[config.mk]
export PLATFORM = sky130hd
export DESIGN_NAME = ps2_scan_rx_flat
export DESIGN_NICKNAME = d
export VERILOG_FILES = /design/src/rtl/ps2_pkg.sv /design/src/rtl/ps2_scan_rx_if.sv /design/src/rtl/ps2_clk_filter.sv /design/src/rtl/ps2_scan_rx.sv /design/src/flat_wrapper.sv
export SDC_FILE = /design/constraint.sdc
export NUM_CORES = 1
export LEC_CHECK = 0
export CORE_MARGIN = 2
export CORE_UTILIZATION = 54
export CTS_BUF_LIST = sky130_fd_sc_hd__clkbuf_2 sky130_fd_sc_hd__clkbuf_4 sky130_fd_sc_hd__clkbuf_8
export DETAILED_ROUTE_END_ITERATION = 6
export PLACE_DENSITY_LB_ADDON = 0.05
export SLEW_MARGIN = 5
export SYNTH_ARGS = -nofsm -noshare
export SYNTH_HDL_FRONTEND = slang
export SYNTH_SLANG_ARGS = --single-unit
[constraint.sdc]
create_clock -name clk -period 2.05 [get_ports clk]
set_input_delay 0.3075 -clock clk [delete_from_list [all_inputs] [get_ports clk]]
set_output_delay 0.3075 -clock clk [all_outputs]
set_load 0.01 [all_outputs]
[src/rtl/ps2_pkg.sv]
// rtl/ps2_pkg.sv - PS/2 receiver FSM encoding and frame constants.
// Shared with downstream scan-code consumers (break/extended prefix decoding).
package ps2_pkg;

   typedef enum logic [1:0] {
      ST_IDLE   = 2'd0,
      ST_DATA   = 2'd1,
      ST_PARITY = 2'd2,
      ST_STOP   = 2'd3
   } ps2_state_e;

   localparam int          FRAME_BITS      = 11;
   localparam int          DATA_BITS       = 8;
   localparam logic        ODD_PARITY      = 1'b1;
   localparam logic [7:0]  BREAK_PREFIX    = 8'hF0;
   localparam logic [7:0]  EXTENDED_PREFIX = 8'hE0;

   // True when data plus parity bit carry an odd number of ones.
   function automatic logic odd_parity_ok(input logic [7:0] data, input logic par);
      return (^{data, par}) == ODD_PARITY;
   endfunction

   function automatic logic parity_bit(input logic [7:0] data);
      return ~^data;
   endfunction

endpackage

[src/rtl/ps2_scan_rx_if.sv]
// rtl/ps2_scan_rx_if.sv - PS/2 device lines and received scan-code outputs.
interface ps2_scan_rx_if;

   logic        kclk;
   logic        kdata;
   logic [15:0] keycode;
   logic        oflag;
   logic        err;

   modport master (
      output kclk,
      output kdata,
      input  keycode,
      input  oflag,
      input  err
   );

   modport slave (
      input  kclk,
      input  kdata,
      output keycode,
      output oflag,
      output err
   );

endinterface

[src/rtl/ps2_clk_filter.sv]
// rtl/ps2_clk_filter.sv - kclk synchronizer, saturating glitch filter, fall strobe.
module ps2_clk_filter #(
   parameter int FILTER_LEN = 8
) (
   input  logic clk,
   input  logic rst,
   input  logic raw,
   output logic fall
);

   localparam int CW = $clog2(FILTER_LEN + 1);

   logic          sync1_q, sync1_d;
   logic          sync2_q, sync2_d;
   logic          filt_q, filt_d;
   logic [CW-1:0] cnt_q, cnt_d;
   logic          fall_q, fall_d;

   always_ff @(posedge clk or posedge rst) begin
      if (rst) begin
         sync1_q <= 1'b1;
         sync2_q <= 1'b1;
         filt_q  <= 1'b1;
         cnt_q   <= '0;
         fall_q  <= 1'b0;
      end else begin
         sync1_q <= sync1_d;
         sync2_q <= sync2_d;
         filt_q  <= filt_d;
         cnt_q   <= cnt_d;
         fall_q  <= fall_d;
      end
   end

   // Any sample matching the current filtered level restarts the run count.
   always_comb begin
      sync1_d = raw;
      sync2_d = sync1_q;
      filt_d  = filt_q;
      cnt_d   = '0;
      if (sync2_q != filt_q) begin
         if (cnt_q == CW'(FILTER_LEN - 1)) begin
            filt_d = sync2_q;
         end else begin
            cnt_d = cnt_q + 1'b1;
         end
      end
      fall_d = filt_q & ~filt_d;
   end

   assign fall = fall_q;

endmodule

[src/rtl/ps2_scan_rx.sv]
// rtl/ps2_scan_rx.sv - PS/2 keyboard frame receiver with 2-byte scan-code history.
module ps2_scan_rx
   import ps2_pkg::*;
#(
   parameter int FILTER_LEN  = 8,
   parameter int TIMEOUT_CYC = 200000
) (
   input  logic              clk,
   input  logic              rst,
   ps2_scan_rx_if.slave      bus
);

   localparam int TW = $clog2(TIMEOUT_CYC + 1);

   ps2_state_e    state_q, state_d;
   logic [2:0]    bit_cnt_q, bit_cnt_d;
   logic [7:0]    shift_q, shift_d;
   logic          parity_q, parity_d;
   logic [15:0]   keycode_q, keycode_d;
   logic          oflag_q, oflag_d;
   logic          err_q, err_d;
   logic [TW-1:0] tmo_q, tmo_d;
   logic          kd1_q, kd1_d;
   logic          kd2_q, kd2_d;
   logic          fall;
   logic          tmo_fire;

   ps2_clk_filter #(
      .FILTER_LEN (FILTER_LEN)
   ) u_clk_filter (
      .clk  (clk),
      .rst  (rst),
      .raw  (bus.kclk),
      .fall (fall)
   );

   always_ff @(posedge clk or posedge rst) begin
      if (rst) begin
         state_q   <= ST_IDLE;
         bit_cnt_q <= '0;
         shift_q   <= '0;
         parity_q  <= 1'b0;
         keycode_q <= '0;
         oflag_q   <= 1'b0;
         err_q     <= 1'b0;
         tmo_q     <= '0;
         kd1_q     <= 1'b1;
         kd2_q     <= 1'b1;
      end else begin
         state_q   <= state_d;
         bit_cnt_q <= bit_cnt_d;
         shift_q   <= shift_d;
         parity_q  <= parity_d;
         keycode_q <= keycode_d;
         oflag_q   <= oflag_d;
         err_q     <= err_d;
         tmo_q     <= tmo_d;
         kd1_q     <= kd1_d;
         kd2_q     <= kd2_d;
      end
   end

   assign tmo_fire = (state_q != ST_IDLE) && (tmo_q == TW'(TIMEOUT_CYC - 1));

   // Timeout takes priority over a coincident fall event.
   always_comb begin
      kd1_d     = bus.kdata;
      kd2_d     = kd1_q;
      state_d   = state_q;
      bit_cnt_d = bit_cnt_q;
      shift_d   = shift_q;
      parity_d  = parity_q;
      keycode_d = keycode_q;
      oflag_d   = 1'b0;
      err_d     = 1'b0;
      tmo_d     = '0;
      if (state_q != ST_IDLE) begin
         tmo_d = tmo_q + 1'b1;
      end
      if (tmo_fire) begin
         state_d   = ST_IDLE;
         bit_cnt_d = '0;
         tmo_d     = '0;
         err_d     = 1'b1;
      end else if (fall) begin
         tmo_d = '0;
         case (state_q)
            ST_IDLE: begin
               if (!kd2_q) begin
                  state_d   = ST_DATA;
                  bit_cnt_d = '0;
               end else begin
                  err_d = 1'b1;
               end
            end
            ST_DATA: begin
               shift_d = {kd2_q, shift_q[7:1]};
               if (bit_cnt_q == 3'(DATA_BITS - 1)) begin
                  state_d   = ST_PARITY;
                  bit_cnt_d = '0;
               end else begin
                  bit_cnt_d = bit_cnt_q + 1'b1;
               end
            end
            ST_PARITY: begin
               parity_d = kd2_q;
               state_d  = ST_STOP;
            end
            ST_STOP: begin
               state_d   = ST_IDLE;
               bit_cnt_d = '0;
               if (kd2_q && odd_parity_ok(shift_q, parity_q)) begin
                  keycode_d = {keycode_q[7:0], shift_q};
                  oflag_d   = 1'b1;
               end else begin
                  err_d = 1'b1;
               end
            end
            default: state_d = ST_IDLE;
         endcase
      end
   end

   assign bus.keycode = keycode_q;
   assign bus.oflag   = oflag_q;
   assign bus.err     = err_q;

endmodule

[src/flat_wrapper.sv]
// flat-port wrapper written by rule: the top's interface ports become plain ports
module ps2_scan_rx_flat import ps2_pkg::*;
#(
   parameter int FILTER_LEN  = 8,
   parameter int TIMEOUT_CYC = 200000
)
  (clk, rst, bus_kclk, bus_kdata, bus_keycode, bus_oflag, bus_err);
  ps2_scan_rx_if bus_i ();
  input  logic clk;
  input  logic rst;
  input wire logic [$bits(bus_i.kclk)-1:0] bus_kclk;
  input wire logic [$bits(bus_i.kdata)-1:0] bus_kdata;
  output wire logic [$bits(bus_i.keycode)-1:0] bus_keycode;
  output wire logic [$bits(bus_i.oflag)-1:0] bus_oflag;
  output wire logic [$bits(bus_i.err)-1:0] bus_err;
  assign bus_i.kclk = bus_kclk;
  assign bus_i.kdata = bus_kdata;
  assign bus_keycode = bus_i.keycode;
  assign bus_oflag = bus_i.oflag;
  assign bus_err = bus_i.err;
  ps2_scan_rx #(.FILTER_LEN(FILTER_LEN), .TIMEOUT_CYC(TIMEOUT_CYC)) u_core (.clk(clk), .rst(rst), .bus(bus_i));
endmodule
==> impl_results.md <==
- RR Endpoint: u_core.bus.keycode[10]
- Pleak: about 1.5 nW
- Routed WL per cell: 14.6 um
- DR vias: 1,680
- Synth warnings: 0
- Slew headroom: 68.4%
- Number of max-cap violations: 0
- Worst slack at placement: 17.7 ps
- Syn Area/Cell: 13.0 um^2
- Die Wd: 75.3 um
- Initial antenna violation count: 0
- Worst Hold Class: input port to asynchronous set/reset pin
- Worst VDD drop: 0.000480 V
- Arrival time worst endpoint: ~2200 ps
- R2R Path Start: u_core.shift_q[6]
- Syn_nets: 224
- Cells after synthesis: around 210
- Diode count: 0
- RePlAce Congestion: about 0.81
- Hold_buf cts: 0
- Maximum clock insertion buffer count: 2
- Hold Vio Cnt, Final: 0
- WHS: ~310 ps
- Share of async-settable or async-resettable flops after synthesis: 100%
- Cell Rows: 25
- PwrDens: 733 nW/um^2
- Post-synth EDFFs: 0
- DRC Markers: 0
- # fillers: ~370
- Data required, critical path: approximately 2300 ps
- CP Cell Sequence: xor2_1 > xnor3_1 > xnor2_2 > nor3_4 > buf_12 > mux2_2
- Area of the mapped netlist: 2740 um^2
- Crit path time final: 1980 ps
- Outcome: finished, final reports clean
- Post-layout net count: between 200 and 300
- Num CTS Buffers: 9
- Critical Path End Type: register
- Slowest stage delay, CP: 450 ps
- CTS H-Tree Depth: 3
- Vias/cell: 5.32
- CTS root buf: clkbuf_8
- Post-route ant nets: 0
- # IOs: 22
- Total gr overflow: 0
- Placed inst area: 3060 um^2
- Sink Count: 60
- Core ar.: 4820 um^2
- Initial core utilization: 56.9%
- Final Worst Setup Slack: 68.9 ps
- Crit. path cell count: 6
- First-pass GRT wire length: 8000 um
- Die height: 75.3 um
- Port bufs: 21
- Worst Skew: between 10 and 15 ps
- RSZ-0062 raised after global routing: true
- Drt first pass iters: 4
- CP Launch Type: register
- Vias in the first global route: ~1,800
- Die Area: 5660 um^2
- Class of the most critical setup path: register to register
- Critical Path Slowest Stage Cell: xnor3_1
- Synth Flop Type: dfrtp_1
- Flops & latches, synth: 60
- CTS tree: done
- Placed Instances: between 200 and 300
- Layout area overhead: 20.2%
- WL final: 4630 um
- CP max FO: 17
- Largest net degree at the start of global routing: 22
- Clk Latency, worst-skew pair: around 330 ps
- Largest delay share family, worst path: XOR/XNOR gates
- Clock slew at reported path FFs: 70 ps
- Total GRT Usage: 19.2%
- Fin cells: about 320
- DRT iter0 DRCs: 87
- Cell area after layout: 3300 um^2
- Share of cells above drive strength 1: 26.9%
- Seq/Total Area, Yosys: 55.0%
- Post-DP HPWL: 3270 um
- R2r setup slk: 70 ps
- Tightest Pin Transition: 474 ps
- R2R cell count: 6
- Final setup viols: 0
- Period utilisation layout: 96.6%
- CP bufs+invs: 1
- Final slew viol count: 0
- Cell variety after synth: 40
- Max Freq: 0.505 GHz
[routing by layer]
| metal | part of all wire (%) | vias up | global-route usage [%] |
|---|---|---|---|
| met2 | 52 | 31 | 31.9 |
| met4 | 0.86 | 0 | 10.5 |
| met5 | 0 | - | 0 |
| met1 | 44 | 847 | 23.6 |
| li1 | - | 798 | - |
| met3 | 3.1 | 4 | 4.02 |
[synthesized netlist by cell type (2+ instances only)]
library cell | n | area (um^2)
xor2_1 | 14 | 123
nand4_1 | 5 | 31.3
and2_1 | 2 | 12.5
inv_1 | 5 | 18.8
o2bb2ai_1 | 3 | 26.3
a21oi_1 | 2 | 10.0
mux2_4 | 9 | 135
nor2_1 | 22 | 82.6
xnor2_1 | 9 | 78.8
nor2b_1 | 2 | 12.5
dfstp_2 | 5 | 131
o21ai_0 | 2 | 10.0
nand2b_1 | 2 | 12.5
nand2_1 | 6 | 22.5
mux2_2 | 18 | 203
nor3b_1 | 4 | 30.0
dfrtp_1 | 55 | 1380
and4_1 | 2 | 17.5
nand3_1 | 9 | 45.0
nor3_1 | 2 | 10.0
and3_1 | 3 | 18.8
ha_1 | 9 | 113
buf_6 | 3 | 33.8
buf_2 | 2 | 10.0
[stage by stage]
step                power [W]  utilization, %  TNS [ps]
global route          0.00253            68.4      -102
global placement      0.00139            63.6         0
finish                0.00241            68.4         0
detailed placement    0.00140            63.6         0
CTS                   0.00244            67.7         0
floorplan             0.00136               -     -28.6
[cell type report]
cell class                      count  area [um^2]  area share (%)
Sequential cell                    60         1510            45.7
Multi-Input combinational cell    140         1190            36.0
Timing Repair Buffer               28          300            9.11
Clock buffer                       11          145            4.40
Tap cell                           67         83.8            2.54
Clock inverter                      5         52.6            1.59
Inverter                            5         18.8           0.569
[report_power, final]
group | internal, W | switching (W) | total, W
logic | 0.0000558 | 0.0000615 | 0.000117
clock network | 0.000601 | 0.000438 | 0.00104
registers | 0.00123 | 0.0000283 | 0.00126
[logic make-up after synthesis]
group	share of synthesized area [%]
buffers and inverters	3.01
flip-flops	55.0
AND/OR/NAND/NOR	14.2
multiplexers	12.3
XOR/XNOR	8.76
adder cells (fa/ha/maj)	4.11
AO/OA/AOI/OAI	2.60
[flip-flops by register name (all words and copies together) (netlist names), 2 cells and up]
register and cells:
u_core.bit_cnt_q 3, u_core.shift_q 8, u_core.tmo_q 18, u_core.bus.keycode 16
u_core.u_clk_filter.cnt_q 4, u_core.state_q 2
[timing repair]
| action | in CTS | in global routing |
|---|---|---|
| buffers inserted | 0 | 1 |
| setup endpoints to repair | 8 | 25 |
| gates resized for setup | 1 | 6 |
| endpoints found under the hold margin | 0 | 0 |
| pin swaps | 0 | 2 |
[worst max path at each step]
stage / startpoint / end
3_3_place_gp: u_core.state_q[0] / u_core.shift_q[3]
2_1_floorplan: u_core.tmo_q[3] / u_core.bus.keycode[0]
3_5_place_dp: u_core.state_q[0] / u_core.shift_q[3]
5_1_grt: u_core.shift_q[5] / u_core.bus.keycode[11]
4_1_cts: u_core.state_q[0] / u_core.shift_q[3]
6_report: u_core.shift_q[6] / u_core.bus.keycode[10]
[placed cells by master, fill, tap and decap left out, types with 2 or more instances in the layout]
master / instances
dfrtp_1: 55
nor2_1: 22
clkdlybuf4s50_1: 21
mux2_2: 15
xor2_1: 14
mux2_4: 12
clkbuf_8: 10
nand3_1: 9
xnor2_1: 9
ha_1: 8
nand2_1: 6
nand4_1: 5
dfstp_2: 5
inv_1: 4
buf_4: 4
and3_4: 3
o2bb2ai_1: 3
nor3b_1: 3
clkinv_2: 3
buf_12: 3
nand2b_1: 2
and2_1: 2
o21ai_0: 2
and4_1: 2
nor2b_1: 2
a21oi_1: 2
nor3_1: 2
Power figures use the tool's default switching activity.
